`config.mk`:
```
export PLATFORM = sky130hd
export DESIGN_NAME = seg7_scan_decoder
export DESIGN_NICKNAME = d
export VERILOG_FILES = /design/src/rtl/seg7_scan_decoder.sv
export SDC_FILE = /design/constraint.sdc
export NUM_CORES = 1
export LEC_CHECK = 0
export CORE_MARGIN = 3
export CORE_UTILIZATION = 40
export CTS_BUF_LIST = sky130_fd_sc_hd__clkbuf_8 sky130_fd_sc_hd__clkbuf_16
export DETAILED_ROUTE_END_ITERATION = 8
export GPL_TIMING_DRIVEN = 1
export PLACE_DENSITY = 0.73
export SKIP_CTS_REPAIR_TIMING = 1
export SYNTH_ARGS = -nofsm -noshare
export SYNTH_HDL_FRONTEND = slang
export SYNTH_SLANG_ARGS = --single-unit
```
`constraint.sdc`:
```
create_clock -name clk -period 2.3 [get_ports clk]
set_input_delay 0.46 -clock clk [delete_from_list [all_inputs] [get_ports clk]]
set_output_delay 0.46 -clock clk [all_outputs]
set_load 0.02 [all_outputs]
```
`src/rtl/seg7_scan_decoder.sv`:
```
// Recovers hex nibbles from a multiplexed, active-low 7-segment bus.
// Each digit commits after STABLE_COUNT identical samples; a scan-order FSM flags full frames.
module seg7_scan_decoder #(
    parameter int NUM_DIGITS   = 4,
    parameter int STABLE_COUNT = 3
) (
    input  logic                    clk,
    input  logic                    rst,
    input  logic [6:0]              seg_in,
    input  logic [NUM_DIGITS-1:0]   dig_sel,
    input  logic                    sample_en,
    output logic [4*NUM_DIGITS-1:0] hex_out,
    output logic [NUM_DIGITS-1:0]   digit_valid,
    output logic                    frame_valid,
    output logic                    err
);

    localparam int IW = (NUM_DIGITS > 1) ? $clog2(NUM_DIGITS) : 1;
    localparam logic [IW-1:0] LAST = IW'(NUM_DIGITS - 1);
    localparam logic [3:0] SC = 4'(STABLE_COUNT);

    typedef enum logic {IDLE, SCAN} state_t;

    state_t          state, state_n;
    logic [IW-1:0]   exp_idx, exp_idx_n;
    logic [6:0]      cand [NUM_DIGITS];
    logic [3:0]      cnt  [NUM_DIGITS];

    logic            onehot, upd, commit, same;
    logic [IW-1:0]   sel;
    logic [3:0]      cnt_n;
    logic [5:0]      dec;
    logic            legal, blank;
    logic [3:0]      nib;
    logic [NUM_DIGITS-1:0] dv_n;
    logic            frame_n, err_n;

    // Returns {legal_nibble, blank, nibble}; all-zero means an illegal pattern.
    function automatic logic [5:0] decode(input logic [6:0] p);
        case (p)
            7'b0000001: decode = {2'b10, 4'h0};
            7'b1001111: decode = {2'b10, 4'h1};
            7'b0010010: decode = {2'b10, 4'h2};
            7'b0000110: decode = {2'b10, 4'h3};
            7'b1001100: decode = {2'b10, 4'h4};
            7'b0100100: decode = {2'b10, 4'h5};
            7'b0100000: decode = {2'b10, 4'h6};
            7'b0001111: decode = {2'b10, 4'h7};
            7'b0000000: decode = {2'b10, 4'h8};
            7'b0000100: decode = {2'b10, 4'h9};
            7'b0001000: decode = {2'b10, 4'hA};
            7'b1100000: decode = {2'b10, 4'hB};
            7'b0110001: decode = {2'b10, 4'hC};
            7'b1000010: decode = {2'b10, 4'hD};
            7'b0110000: decode = {2'b10, 4'hE};
            7'b0111000: decode = {2'b10, 4'hF};
            7'b1111111: decode = {2'b01, 4'h0};
            default:    decode = 6'b000000;
        endcase
    endfunction

    assign onehot = (dig_sel != '0) && ((dig_sel & (dig_sel - NUM_DIGITS'(1))) == '0);
    assign upd    = sample_en & onehot;

    always_comb begin
        sel = '0;
        for (int i = 0; i < NUM_DIGITS; i++) begin
            if (dig_sel[i]) sel = IW'(i);
        end
    end

    assign same   = (seg_in == cand[sel]);
    assign cnt_n  = !same ? 4'd1 : ((cnt[sel] >= SC) ? SC : cnt[sel] + 4'd1);
    assign commit = upd && (cnt_n == SC);
    assign dec    = decode(seg_in);
    assign legal  = dec[5];
    assign blank  = dec[4];
    assign nib    = dec[3:0];

    // digit_valid as it will be after this sample; the frame check needs it.
    always_comb begin
        dv_n = digit_valid;
        if (commit) dv_n[sel] = legal;
    end

    always_comb begin
        state_n   = state;
        exp_idx_n = exp_idx;
        frame_n   = 1'b0;
        err_n     = commit & ~legal & ~blank;
        if (sample_en && !onehot) begin
            err_n = 1'b1;
        end else if (upd) begin
            if (NUM_DIGITS == 1) begin
                frame_n = &dv_n;
            end else if (state == IDLE) begin
                if (sel == '0) begin
                    state_n   = SCAN;
                    exp_idx_n = IW'(1);
                end
            end else if (sel == exp_idx) begin
                if (sel == LAST) begin
                    state_n   = IDLE;
                    exp_idx_n = '0;
                    frame_n   = &dv_n;
                end else begin
                    exp_idx_n = exp_idx + 1'b1;
                end
            end else begin
                err_n = 1'b1;
                if (sel == '0) begin
                    state_n   = SCAN;
                    exp_idx_n = IW'(1);
                end else begin
                    state_n   = IDLE;
                    exp_idx_n = '0;
                end
            end
        end
    end

    always_ff @(posedge clk or posedge rst) begin
        if (rst) begin
            for (int i = 0; i < NUM_DIGITS; i++) begin
                cand[i] <= 7'b1111111;
                cnt[i]  <= 4'd0;
            end
            hex_out     <= '0;
            digit_valid <= '0;
            frame_valid <= 1'b0;
            err         <= 1'b0;
            state       <= IDLE;
            exp_idx     <= '0;
        end else begin
            if (upd) begin
                cand[sel] <= seg_in;
                cnt[sel]  <= cnt_n;
                if (commit && legal) hex_out[{sel, 2'b00} +: 4] <= nib;
            end
            digit_valid <= dv_n;
            frame_valid <= frame_n;
            err         <= err_n;
            state       <= state_n;
            exp_idx     <= exp_idx_n;
        end
    end

endmodule

```
# ---- Word-level counts from Yosys, hierarchy flattened
# Index checks and enable logic that the tools add are counted.
# W data, S select, Z words.
dict set report op_classes {
  addsub 4
  magnitude_cmp 5
  n_eq_ne 20
  shift 2
  n_mux 41
  bitwise 8
  reduce_logical 16
}
# operator n
set op_table {}
lappend op_table {{$pmux W6 S17} 1}
lappend op_table {{$eq A7 B6 Y1 const B} 5}
lappend op_table {{$eq A7 B7 Y1 const B} 5}
lappend op_table {{$bwmux W16} 2}
lappend op_table {{$bwmux W28} 1}
lappend op_table {{$mux W4} 6}
lappend op_table {{$mux W7} 3}
lappend op_table {{$mux W1} 16}
lappend op_table {{$shift A4 B6 Y16 const A} 1}
lappend op_table {{$shiftx A4 B6 Y16} 1}
lappend op_table {{$bmux W7 S2} 1}
lappend op_table {{$demux W7 S2} 1}
lappend op_table {{$eq A7 B3 Y1 const B} 2}
lappend op_table {{$eq A7 B4 Y1 const B} 2}
lappend op_table {{$mux W2} 6}
lappend op_table {{$bmux W4 S2} 1}
lappend op_table {{$demux W4 S2} 1}
lappend op_table {{$eq A7 B1 Y1 const B} 1}
lappend op_table {{$eq A7 B5 Y1 const B} 1}
lappend op_table {{$eq A7 B7 Y1} 1}
lappend op_table {{$logic_not A7 Y1} 1}
lappend op_table {{$logic_and A1 B1 Y1} 6}
lappend op_table {{$neg A4 Y6} 1}
lappend op_table {{$add A4 B1 Y4 const B} 1}
lappend op_table {{other kinds (24)} 29}
dict set report totals {
  regBits 69
  input_bits 14
  output_inout_bits 22
  elab_cells 110
}

# ---- Longest topological paths before layout
dict set report logic_depth {
  depth_word 19
  depth_mapped 13
  depth_no_buf 10
}

# ---- Least setup slack after synthesis
# OpenSTA, ideal clock, no wires.
dict set report synth_path {
  path_type {input port to flip-flop}
  start {input port dig_sel[1]}
  end {register hex_out[0]}
  setup_time_ns 0.128
  arrival_ns 2.637
  t_required_ns 2.172
  path_slack_ns -0.464
  path_stages 13
  n_path_buf 3
  path_cell_list {buf_4 -> buf_4 -> mux2i_1 -> nor2_1 -> a21oi_1 -> o21ai_0 -> ha_1 -> inv_1 -> o21ba_1 -> nor4_4 -> buf_4 -> nand3_2 -> mux2_1}
}
dict set report synth_between {
  elab_chain_len 14
  word_cells_on_any_way 29
  classes_between {add/sub (3); order compare (1); eq/ne (2); shift (2); mux (12); bitwise (3); reduce/logical (6)}
}
# element line
set synth_rtl {}
lappend synth_rtl {{start: declaration} 10} ;# input logic [NUM_DIGITS-1:0] dig_sel,
lappend synth_rtl {{$mux W1} 68} ;# if (dig_sel[i]) sel = IW'(i);
lappend synth_rtl {{$mux W2 (2 in series)} 68}
lappend synth_rtl {{$not A2 Y3 (not written as such)} {72, 73}}
lappend synth_rtl {{$bmux W4 S2} 73} ;# assign cnt_n = !same ? 4'd1 : ((cnt[sel] >= SC) ? SC : cnt[sel] + 4'd1);
lappend synth_rtl {{$mux W4 (not written as such) (2 in series)} 73}
lappend synth_rtl {{$add A4 B1 Y4 / $ge A4 B2 Y1 (equally long branches)} 73}
lappend synth_rtl {{$mux W4 (2 in series)} 73}
lappend synth_rtl {{$eq A4 B2 Y1} 74} ;# assign commit = upd && (cnt_n == SC);
lappend synth_rtl {{$logic_and A1 B1 Y1} 74}
lappend synth_rtl {{$logic_and A1 B1 Y1} 138} ;# if (commit && legal) hex_out[{sel, 2'b00} +: 4] <= nib;
lappend synth_rtl {{$reduce_and A2 Y1 (no source line)} n/a}
lappend synth_rtl {{end signal: indexed assignment} 138}
lappend synth_rtl {{end: declaration} 12} ;# output logic [4*NUM_DIGITS-1:0] hex_out,
# Several ways; a longest one is shown, not always the timed one. The select of a mux whose other input is x is not followed.
# A chain may end at the register's enable or synchronous reset.

# ---- Worst setup path after layout
dict set report layout_path {
  start {register cnt[12] (netlist bit)}
  end {register hex_out[6]}
}
dict set report layout_between {
  elab_chain_len 10
  word_cells_on_any_way 11
  classes_between {add/sub (1); order compare (1); eq/ne (1); mux (5); reduce/logical (3)}
}
# element line
set layout_rtl {}
lappend layout_rtl {{start: declaration} 27} ;# logic [3:0] cnt [NUM_DIGITS];
lappend layout_rtl {{start signal: indexed assignment} 137} ;# cnt[sel] <= cnt_n;
lappend layout_rtl {{$bmux W4 S2 (*)} 73}
lappend layout_rtl {{$mux W4 (not written as such) (*) (2 in series)} 73}
lappend layout_rtl {{$add A4 B1 Y4 / $ge A4 B2 Y1 (equally long branches)} 73}
lappend layout_rtl {{$mux W4 (*) (2 in series)} 73}
lappend layout_rtl {{$eq A4 B2 Y1 (*)} 74}
lappend layout_rtl {{$logic_and A1 B1 Y1 (*)} 74}
lappend layout_rtl {{$logic_and A1 B1 Y1 (*)} 138}
lappend layout_rtl {{$reduce_and A2 Y1 (no source line) (*)} n/a}
# Every way passes the cells marked *; elsewhere a longest branch is shown, timed or not. The select of a mux whose other input is x is not followed.

==> results.md <==
* Cell variety after synth at 66
* Clock Skews at 0.007043 ns
* Largest net degree at the start of global routing at 49
* Setup crit start kind: flop
* Core outline area at 0.008934 mm²
* CTS Buf Count at 9
* Area delta synth->final at 42.14%
* Synth Instances at 379
* Post-Synthesis Net Count at 394
* Die area at 0.01063 mm²
* CP max stage delay at 0.41 ns
* Worst min-delay path class: in2async
* Psw at 0.8665 mW
* Post-synthesis sequential area ratio at 46.72%
* Gpl congestion at 0.8227
* Worst r2r path cells at 10
* Tightest Pin Transition at 0.4673 ns
* Sw Share at 27.32%
* Iter 0 DRT Violations at 146
* Syn Area/Cell at 9.950 µm²
* Row count at 34
* Port Buf Inserts at 35
* Diode count at 0
* Failing checks: negative setup slack
* Logic pwr share at 21.0%
* Total of max-cap violations at 0
* Slack of the critical path at -0.3925 ns
* Synth top area share at 27.21%
* CP max stage cell: nor4_4
* Setup Slack @ Placement at -0.9263 ns
* Reg2reg start: cnt[12]
* Crit path DAT at 2.93 ns
* Vias in the first global route at 3418
* EDFF count, synth at 0
* Synth warn at 0
* Async SR Flop Fraction at 100.0%
* Seq cells post-synth at 69
* Crit path depth at 10
* Status: finished, violations left
* Most frequent cells in the layout: 94 x buf_4, 44 x nand2_1, 41 x dfrtp_1
* I/O pin total at 36
* Mapped Area at 0.003771 mm²
* Clock network fraction of total power at 30.6%
* Critical Path RT at 2.54 ns
* Post-route ant nets at 0
* CP cell instances: mux2i_1, o21ai_1, mux2_4, ha_4, inv_2, o21ba_4, nor4_4, buf_4, nand3b_1, mux2_4
* Final slew viol count at 0
* FMAX at 0.3714 GHz
* R2r setup slk at -0.39 ns
* Final Cycle Share at 117.1%
* Crit Path Class: reg2reg
* Nets at 518
* GRT Total Usage at 19.54%
* Seq pwr share at 48.4%
* Vias per cell at 5.544
* Worst skew pair latency at 0.35 ns
* Starting Density at 42.21%
* Peak supply drop at 0.3285 mV
* CTS root buf: clkbuf_8
* CTS tree: built
* H-tree lvl count at 3
* Remaining DRCs at 0
* Share of cells above drive strength 1 at 42.72%
* Final wirelength at 10.67 mm
* Int Pwr at 2.305 mW
* Most used cell, CP: mux2_4
* Filler cell count at 721
* PwrDens at 591.7 mW/mm²
* Ys flop type: dfrtp_1
* WL/cell at 17.31 µm
* Top delay family on crit path: multiplexers
* Initial antenna violation count at 0
* Die Height at 103.1 µm
* Via total after detailed routing at 3415
* DP HPWL at 7.234 mm
* Reg2Reg Capture Point: hex_out[6]
* Fin. Hold Viols at 0
* Area leader, netlist: dfrtp_1
* Unrepaired setup endpoints after global routing: true
* Crit path max fanout at 4
* First-pass DRT Iterations at 4
* Slew headroom at 68.44%
* Top cells by area, synth: dfrtp_1 27%, dfstp_2 20%, mux2_2 7.2%
* Clock buffer depth at 2
* Grt ovf at 0
* Most common cell after layout, fill and taps aside: buf_4
* Worst setup EP type: flop
* Global-route wire length before repair at 16.32 mm
* Fin util at 60.00%
* Clock slew at reported path FFs at 0.07 ns
* Die X at 103.1 µm
* Setup tns final at -6.042 ns
* Buf/Inv on CP at 2
* Clk sinks at 69
* Leakage at 2.388 nW
* Post-layout min period at 2.693 ns
* Setup-failing EPs final at 22
[synth_stat cells (4+ instances only)]
cell       instances
dfrtp_1           41
o2bb2ai_1          4
inv_1             12
nand3_1            8
a31oi_1            4
nor3_1             5
nand4_1           10
buf_4              5
and2_1             8
mux2_1            10
nor2_1            19
a21oi_1           11
nand3b_1          11
mux2_2            24
o21ai_0           32
dfstp_2           28
buf_2              7
clkbuf_1          12
nor3b_1            4
nor2b_1            6
nor4_1             4
o31ai_1            4
nand2_1           47
[power by group through the flow]
stage	clock network (mW)	registers, mW	logic [mW]
after floorplan	0	1.52	0.370
after global placement	0	1.54	0.594
after detailed placement	0	1.55	0.616
after CTS	0.989	1.53	0.622
after global routing	1.04	1.55	0.732
final	0.972	1.54	0.665
[flip-flops by register name, summed over array words and instances (netlist names)]
name         count
state            1
cand            28
digit_valid      4
err              1
frame_valid      1
hex_out         16
cnt             16
exp_idx          2
[worst register-to-register path, cell delays in order (launching register included)]
cell and delay [ns]:
dfrtp_1 0.39, mux2i_1 0.14, o21ai_1 0.08, mux2_4 0.28
ha_4 0.28, inv_2 0.03, o21ba_4 0.19, nor4_4 0.41
buf_4 0.18, nand3b_1 0.24, mux2_4 0.38
[how the worst max path moves through the flow]
stage                     startpoint              to  slack, ns
after detailed placement  dig_sel[1]  digit_valid[1]      -0.93
after CTS                 dig_sel[1]  digit_valid[1]      -0.62
after global placement    dig_sel[1]  digit_valid[1]      -0.82
final                        cnt[12]      hex_out[6]      -0.39
after floorplan           dig_sel[1]      hex_out[0]      -0.22
after global routing          cnt[8]      hex_out[7]      -0.48
[cell type report]
type	count	area, µm²	share of cell area [%]
Tap cell	108	135.1	2.521
Inverter	13	51.30	0.9570
Clock inverter	6	53.80	1.004
Multi-Input combinational cell	271	2008	37.47
Clock buffer	10	137.6	2.568
Sequential cell	69	1762	32.87
Timing Repair Buffer	139	1212	22.62
[kinds of logic after synthesis]
group | synth area share (%)
and+or+nand+nor | 20.47
AOI/OAI and AO/OA | 15.79
DFF | 46.72
buffers and inverters | 4.811
muxes | 10.95
xor gates and xnor gates | 0.9292
adders and majority gates | 0.3317
[per-stage QoR]
| stage | total power [mW] | std cells | instance area, µm² | hold slack (ns) |
|---|---|---|---|---|
| after floorplan | 1.892 | 379 | 3869 | 0.4393 |
| after global placement | 2.136 | 588 | 4949 | 0.4492 |
| after detailed placement | 2.166 | 588 | 4949 | 0.4504 |
| after CTS | 3.141 | 604 | 5140 | 0.4466 |
| after global routing | 3.323 | 616 | 5360 | 0.4560 |
| final | 3.171 | 616 | 5360 | 0.4397 |
[routing by layer]
metal	track usage (%)	part of all wire, %
met3	5.751	5.0
met2	33.84	52
met5	0	0
met1	24.02	41
met4	4.482	2.4
Note: power is estimated with default switching activity, not from simulation.
